`config.mk`:
```
export PLATFORM = sky130hd
export DESIGN_NAME = answer_frame_tx_flat
export DESIGN_NICKNAME = d
export VERILOG_FILES = /design/src/rtl/answer_pkg.sv /design/src/rtl/answer_frame_tx_if.sv /design/src/rtl/answer_csum_acc.sv /design/src/rtl/answer_frame_tx.sv /design/src/flat_wrapper.sv
export SDC_FILE = /design/constraint.sdc
export NUM_CORES = 1
export LEC_CHECK = 0
export CAP_MARGIN = 30
export CORE_UTILIZATION = 35
export DETAILED_ROUTE_END_ITERATION = 12
export PLACE_DENSITY = 0.68
export RECOVER_POWER = 100
export SLEW_MARGIN = 25
export SYNTH_ARGS = -nofsm -noshare
export SYNTH_HDL_FRONTEND = slang
export SYNTH_SLANG_ARGS = --single-unit
```
`constraint.sdc`:
```
create_clock -name clk -period 1.8 [get_ports clk]
set_input_delay 0.36 -clock clk [delete_from_list [all_inputs] [get_ports clk]]
set_output_delay 0.36 -clock clk [all_outputs]
set_load 0.01 [all_outputs]
```
`src/rtl/answer_pkg.sv`:
```
// rtl/answer_pkg.sv - shared constants and state type for the answer frame sequencer (CSUM state under ANSWER_FRAME_CSUM_EN)
package answer_pkg;

    localparam int          ANSWER_WORDS = 20;
    localparam logic [7:0]  ANSWER_HDR   = 8'hA5;
    localparam int          ANSWER_AW    = 5;

    typedef enum logic [2:0] {
        IDLE,
        HDR,
        ADDR,
        LATCH,
        SEND
`ifdef ANSWER_FRAME_CSUM_EN
        , CSUM
`endif
    } state_t;

endpackage

```
`src/rtl/answer_frame_tx_if.sv`:
```
// rtl/answer_frame_tx_if.sv - ROM address/data bus and outgoing byte stream of the answer frame sequencer
interface answer_frame_tx_if;
    import answer_pkg::*;

    logic [ANSWER_AW-1:0] rom_addr;
    logic [7:0]           rom_data;
    logic [7:0]           tx_data;
    logic                 tx_valid;
    logic                 tx_ready;
    logic                 tx_last;

    modport master (
        output rom_addr,
        input  rom_data,
        output tx_data,
        output tx_valid,
        output tx_last,
        input  tx_ready
    );

    modport slave (
        input  rom_addr,
        output rom_data,
        input  tx_data,
        input  tx_valid,
        input  tx_last,
        output tx_ready
    );
endinterface

```
`src/rtl/answer_csum_acc.sv`:
```
// rtl/answer_csum_acc.sv - 8-bit modulo-256 accumulator with clear and add-enable
module answer_csum_acc (
    input  logic       clk,
    input  logic       rst,
    input  logic       clr,
    input  logic       add,
    input  logic [7:0] din,
    output logic [7:0] sum
);
    always_ff @(posedge clk or negedge rst) begin
        if (!rst) begin
            sum <= 8'd0;
        end else if (clr) begin
            sum <= 8'd0;
        end else if (add) begin
            sum <= sum + din;
        end
    end
endmodule

```
`src/rtl/answer_frame_tx.sv`:
```
// rtl/answer_frame_tx.sv - walks the answer ROM and streams header, data words and (ANSWER_FRAME_CSUM_EN) a checksum byte
module answer_frame_tx
    import answer_pkg::*;
#(
    parameter int         NWORDS = ANSWER_WORDS,
    parameter logic [7:0] HEADER = ANSWER_HDR
) (
    input  logic                clk,
    input  logic                rst,
    input  logic                req,
    answer_frame_tx_if.master   bus,
    output logic                busy,
    output logic [7:0]          frames_sent
);
    localparam logic [ANSWER_AW-1:0] LAST_K = ANSWER_AW'(NWORDS - 1);

    state_t               state, state_nxt;
    logic [ANSWER_AW-1:0] k;
    logic [7:0]           data_q;
    logic                 accept;
    logic                 valid_c, last_c, frame_done;
    logic                 start;

    assign accept = bus.tx_valid & bus.tx_ready;
    assign start  = (state == IDLE) & req;

`ifdef ANSWER_FRAME_CSUM_EN
    logic [7:0] sum;

    answer_csum_acc u_csum (
        .clk (clk),
        .rst (rst),
        .clr (start),
        .add (state == LATCH),
        .din (bus.rom_data),
        .sum (sum)
    );
`endif

    always_ff @(posedge clk or negedge rst) begin
        if (!rst) begin
            state <= IDLE;
        end else begin
            state <= state_nxt;
        end
    end

    always_comb begin
        state_nxt  = state;
        valid_c    = 1'b0;
        last_c     = 1'b0;
        frame_done = 1'b0;
        case (state)
            IDLE:  if (req) state_nxt = HDR;
            HDR: begin
                valid_c = 1'b1;
                if (accept) state_nxt = ADDR;
            end
            ADDR:  state_nxt = LATCH;
            LATCH: state_nxt = SEND;
            SEND: begin
                valid_c = 1'b1;
`ifndef ANSWER_FRAME_CSUM_EN
                last_c  = (k == LAST_K);
`endif
                if (accept) begin
                    if (k != LAST_K) begin
                        state_nxt = ADDR;
                    end else begin
`ifdef ANSWER_FRAME_CSUM_EN
                        state_nxt  = CSUM;
`else
                        state_nxt  = IDLE;
                        frame_done = 1'b1;
`endif
                    end
                end
            end
`ifdef ANSWER_FRAME_CSUM_EN
            CSUM: begin
                valid_c = 1'b1;
                last_c  = 1'b1;
                if (accept) begin
                    state_nxt  = IDLE;
                    frame_done = 1'b1;
                end
            end
`endif
            default: state_nxt = IDLE;
        endcase
    end

    always_ff @(posedge clk or negedge rst) begin
        if (!rst) begin
            k           <= '0;
            data_q      <= 8'd0;
            frames_sent <= 8'd0;
        end else begin
            if (start) begin
                k <= '0;
            end else if (state == SEND && accept && k != LAST_K) begin
                k <= k + 1'b1;
            end
            if (state == LATCH) begin
                data_q <= bus.rom_data;
            end
            if (frame_done) begin
                frames_sent <= frames_sent + 8'd1;
            end
        end
    end

    // Outputs decode from the state register, so an async reset parks rom_addr at 0 at once.
    always_comb begin
        bus.tx_data = data_q;
        case (state)
            HDR:  bus.tx_data = HEADER;
`ifdef ANSWER_FRAME_CSUM_EN
            CSUM: bus.tx_data = sum;
`endif
            default: bus.tx_data = data_q;
        endcase
    end

    assign bus.rom_addr = (state == ADDR || state == LATCH || state == SEND) ? k : '0;
    assign bus.tx_valid = valid_c;
    assign bus.tx_last  = last_c;
    assign busy         = (state != IDLE);
endmodule

```
`src/flat_wrapper.sv`:
```
// flat-port wrapper written by rule: the top's interface ports become plain ports
module answer_frame_tx_flat import answer_pkg::*;
#(
    parameter int         NWORDS = ANSWER_WORDS,
    parameter logic [7:0] HEADER = ANSWER_HDR
)
  (clk, rst, req, busy, frames_sent, bus_rom_addr, bus_rom_data, bus_tx_data, bus_tx_valid, bus_tx_last, bus_tx_ready);
  answer_frame_tx_if bus_i ();
  input  logic clk;
  input  logic rst;
  input  logic req;
  output logic busy;
  output logic [7:0] frames_sent;
  output wire logic [$bits(bus_i.rom_addr)-1:0] bus_rom_addr;
  input wire logic [$bits(bus_i.rom_data)-1:0] bus_rom_data;
  output wire logic [$bits(bus_i.tx_data)-1:0] bus_tx_data;
  output wire logic [$bits(bus_i.tx_valid)-1:0] bus_tx_valid;
  output wire logic [$bits(bus_i.tx_last)-1:0] bus_tx_last;
  input wire logic [$bits(bus_i.tx_ready)-1:0] bus_tx_ready;
  assign bus_rom_addr = bus_i.rom_addr;
  assign bus_i.rom_data = bus_rom_data;
  assign bus_tx_data = bus_i.tx_data;
  assign bus_tx_valid = bus_i.tx_valid;
  assign bus_tx_last = bus_i.tx_last;
  assign bus_i.tx_ready = bus_tx_ready;
  answer_frame_tx #(.NWORDS(NWORDS), .HEADER(HEADER)) u_core (.clk(clk), .rst(rst), .req(req), .bus(bus_i), .busy(busy), .frames_sent(frames_sent));
endmodule
```
**Yosys cells after proc, flatten, opt, wreduce, memory -nomap -nowiden**

Index checks and enable logic that the tools add are counted.

- Bits in registers: 24
- Bits in latches: 0
- Memory bits (writable): 0
- Bits in read-only memories: 0
- Input bits: 12
- Output and inout bits: 24
- Logic and storage cells: 40
- Memories: 0

- $add $sub $neg: 2
- Multiply operators: 0
- Div/mod/pow operators: 0
- Magnitude comparators: 0
- Equal/unequal tests: 9
- Shift operators: 0
- Multiplexer cells: 14
- Bitwise operators: 2
- Reduce and logical (&&, ||, !) cells: 9

Operators with widths:

| operator | number |
|---|---|
| 5-bit 2-to-1 mux | 3 |
| 3-bit one-hot mux with 5 select lines | 1 |
| 3-bit 2-to-1 mux | 3 |
| 8-bit by 1-bit adder with 8-bit output, second input constant | 1 |
| 8-bit 2-to-1 mux | 1 |
| 3-bit by 2-bit equality test with 1-bit output, second input constant | 2 |
| 5-bit by 1-bit adder with 5-bit output, second input constant | 1 |
| 5-bit equality test, second input constant | 1 |
| 1-bit 2-to-1 mux | 5 |
| 5-bit != test, second input constant | 1 |
| 2-bit by 1-bit != test with 1-bit output, second input constant | 2 |
| 3-bit by 1-bit equality test with 1-bit output, second input constant | 1 |
| 3-bit equality test, second input constant | 1 |
| 3-bit zero test | 1 |
| 3-bit AND reduction | 1 |
| 3-bit nonzero test | 1 |
| 1-bit AND | 2 |
| 1-bit logical AND | 2 |
| 1-bit logical OR | 2 |
| 2-bit 2-to-1 mux | 1 |
| 2-bit != test, second input constant | 1 |
| 2-bit nonzero test | 1 |
| 2-bit OR reduction | 1 |

**Logic depth before layout (Yosys ltp)**

Gate-level depths: netlist (run 1).

- Word-level depth: 8
- Mapped depth: 5
- Mapped depth without buffers: 4

**Worst setup path after synthesis (run 1)**

No wires, ideal clock.

- Path kind: register to output
- Start: reg u_core.state[2]
- End: out bus_tx_data[0]
- Arrival: 1.150 ns
- Required time: 1.440 ns
- Setup slack: 0.290 ns
- Stages on the path, launching flop included: 5
- Path buffers: 1
- Path through: dfrtp_1 > buf_4 > nand2b_1 > nor2_1 > or2_2

- Cells in the longest elaborated chain, start to end: 2

RTL lines:

| element | line | source |
|---|---|---|
| from (decl) | answer_frame_tx.sv:17 | `state_t state, state_nxt;` |
| from (signal assigned) | answer_frame_tx.sv:44 | `state <= state_nxt;` |
| 3-bit by 1-bit equality test with 1-bit output | answer_frame_tx.sv:116 | `case (state)` |
| 8-bit 2-to-1 mux | answer_frame_tx.sv:116 |  |
| to (decl) | flat_wrapper.sv:16 | `output wire logic [$bits(bus_i.tx_data)-1:0] bus_tx_data;` |

Every way passes these cells.

**Final worst setup path (run 1)**

- Start: reg u_core.state[0]
- End: out busy

- Cells in the longest elaborated chain, start to end: 1

RTL lines:

| element | line | source |
|---|---|---|
| 3-bit nonzero test | answer_frame_tx.sv:128 | `assign busy = (state != IDLE);` |
| to (decl) | flat_wrapper.sv:12 | `output logic busy;` |

Every way passes these cells.

==> results of run 1 <==
## metal layers
layer  routed length, um  global-route usage, %  vias to the layer above
met5                   0                      0                        -
met1                1330                   20.4                      531
met2                1670                   29.2                       36
li1                    -                      -                      517
met3                 149                   3.83                       11
met4                  59                   6.10                        0
## per-stage QoR
| stage | TNS (ns) | util (%) |
|---|---|---|
| 2_1_floorplan | 0 | - |
| 3_3_place_gp | -0.390 | 51.8 |
| 3_5_place_dp | -0.645 | 51.8 |
| 4_1_cts | -0.195 | 54.6 |
| 5_1_grt | -0.643 | 56.9 |
| 6_report | -0.0397 | 56.9 |
## worst register-to-register path, cell delays in order, from the launching register on
cell,delay (ns)
dfrtp_2,0.49
nor2b_4,0.15
buf_4,0.12
buf_4,0.12
buf_4,0.13
nand2_2,0.20
mux2_2,0.37
## path summary, 6_finish.rpt
path,from,to,slack [ns],cells past startpoint
worst max-delay path,u_core.state[0],busy,-0.04,3
worst min-delay path,u_core.frames_sent[7],u_core.frames_sent[7],0.48,1
worst max register to register,u_core.state[1],u_core.data_q[1],0.11,6
worst min register to register,u_core.frames_sent[7],u_core.frames_sent[7],0.48,1
max in group asynchronous,rst,u_core.state[0],0.81,2
min in group asynchronous,rst,u_core.data_q[0],0.54,2
## logic make-up after synthesis
group	synth area share [%]
XOR/XNOR	4.79
buffers and inverters	3.71
AO/OA/AOI/OAI	5.08
adder cells (fa/ha/maj)	1.95
multiplexers	10.6
flip-flops	46.9
AND/OR/NAND/NOR	27.0
## sequential cells by signal, summed over array words and instances (netlist names)
register	count
u_core.k	5
u_core.frames_sent	8
u_core.data_q	8
u_core.state	3
## timing repair
action	CTS	global route
buffers inserted	6	5
endpoints found under the setup margin	16	18
hold endpoints to repair	0	0
pin swaps	1	2
resized for setup	65	30
## cell usage after synthesis, drive strengths merged, types with 3 or more instances
master	instances	share of area, %
nor4	3	2.9
dfrtp	24	47
nor2b	11	5.6
nand2	8	2.7
nor2	4	1.2
a21oi	4	1.6
mux2	9	8.2
xor2	5	3.4
o21ai	3	1.2
nand3	6	2.3
or2	4	2.0
mux2i	3	2.3
buf	5	3.1
nand4	3	1.5
## layout make-up
class | instances | share of cell area, %
clock buffers | 3 | 1.16
clock inverters | 1 | 1.55
inverters | 2 | 0.386
multi-input cells | 82 | 35.5
flip-flops and latches | 24 | 31.2
well taps | 46 | 2.96
repair buffers | 61 | 27.3
## power by group through the flow
stage | Sequential [W] | Combinational (W) | Clock [W]
after floorplan | 0.000729 | 0.000643 | 0
after global placement | 0.000754 | 0.00114 | 0
after detailed placement | 0.000759 | 0.00116 | 0
after CTS | 0.000754 | 0.00130 | 0.000416
after global routing | 0.000801 | 0.00163 | 0.000449
final | 0.000785 | 0.00153 | 0.000402
==> results.yml, run 1 <==
sta:
  setup_violations: 1
  slew_viol_final: 0
  rsz0062_at_grt: "yes"
  worst_slack_ns: -0.0397
  worst_pin_slew_ns: 0.615
  whs_ns: 0.478
  final-hold-violation-count: 0
  min_period_ns: 1.84
  slew_headroom_pct: 59.0
  fin_worst_skew_ns: 0.0105
  timing.final.crit_share_pct: 102
  fmax_mhz: 544
synth:
  synth-edff-count: 0
  synth.net_count: 127
  yosysWarnings: 0
  ys_types: 34
  ys_seq_elements: 24
  synthesis.instances: 113
  syn_area_um2: 1280
  synthFlopType: "dfrtp_1"
  synth_area_per_cell_um2: 11.3
  synth-async-reset-ratio_pct: 100
  yosysSeqAreaShare_pct: 46.9
global_routing:
  first_global_vias: 1101
  grt_use_total_pct: 16.9
  grt_max_degree: 25
  grt_pass1_wl_mm: 5.12
  overflow: 0
  antenna_found_initial: 0
place:
  gp_congestion: 0.816
  placedCellCount: 205
  hpwlAfterDp_mm: 2.06
  pre_cts_slack_ns: -0.146
  placed_area_um2: 1770
  port_buffers: 35
status:
  violations: "negative setup slack"
  status: "complete, but fails checks"
floorplan:
  pin_count: 36
  start_util_pct: 37.5
  die_area_um2: 3900
  rows: 21
  chipHeight_um: 62.5
  core_um2: 3420
  die_w_um: 62.5
detailed_routing:
  drc: 0
  wirelength_mm: 3.21
  wl_per_cell_um: 14.6
  num_vias: 1095
  via_per_inst: 5.00
  antenna_left: 0
  first_pass_iters: 4
  drt_iter0_markers: 21
worst_setup_path:
  cp.required_ns: 1.44
  path_buf_inv: 2
  critPathKind: "reg2out"
  path_common_cell: "buf_6"
  path_cells: "buf_6, or3_4, buf_6"
  worstPathMaxFanout: 7
  path_delay_family: "flip-flops"
  crit_arrival_ns: 1.48
  startpoint_type: "register"
  cp_slowest_stage_delay_ns: 0.48
  critical-path-slowest-cell: "dfrtp_2"
  cp-end-kind: "output port"
final_layout:
  ff_latch_area_um2: 606
  final_common_cell: "dfrtp_1"
  nNetsFinal: 188
  diodes: 0
  multi_input_area_um2: 689
  design_area_um2: 1940
  drive_gt1_share_pct: 45.7
  syn_to_final_growth_pct: 51.8
  most-common-layout-cells: "20 x dfrtp_1, 17 x clkdlybuf4s50_1, 17 x buf_4"
  nFillCells: 320
  stdcell_count: 219
clock_network:
  hold_buffers: 0
  clock_sinks: 24
  cts_buffers: 3
  htreeDepth: 1
  cts.path.max_buffers: 2
  clockRootBuffer: "clkbuf_4"
  clkTransAtPathRegs_ns: 0.14
  cts_tree: "yes"
  clk_latency_ns: 0.33
worst_hold_path:
  hold_class: "reg2reg"
power:
  power_w: 0.00272
  p_int_w: 0.00182
  p_seq_share_pct: 28.9
  ir_drop_mv: 0.978
  p_sw_share_pct: 33.3
  power_density_nw_per_um2: 1400
  p_clk_share_pct: 14.8
  p_sw_w: 0.000905
  p_leak_nw: 0.898
  combPwrFrac_pct: 56.4
run:
  maxCapViolations: 0
(Power assumes the default switching activity.)
==> inputs of run 2 (changes only) <==
- CAP_MARGIN: 30 -> 20
==> results of run 2 <==
The final DEF is identical to that of run 1; final timing and power are the same.
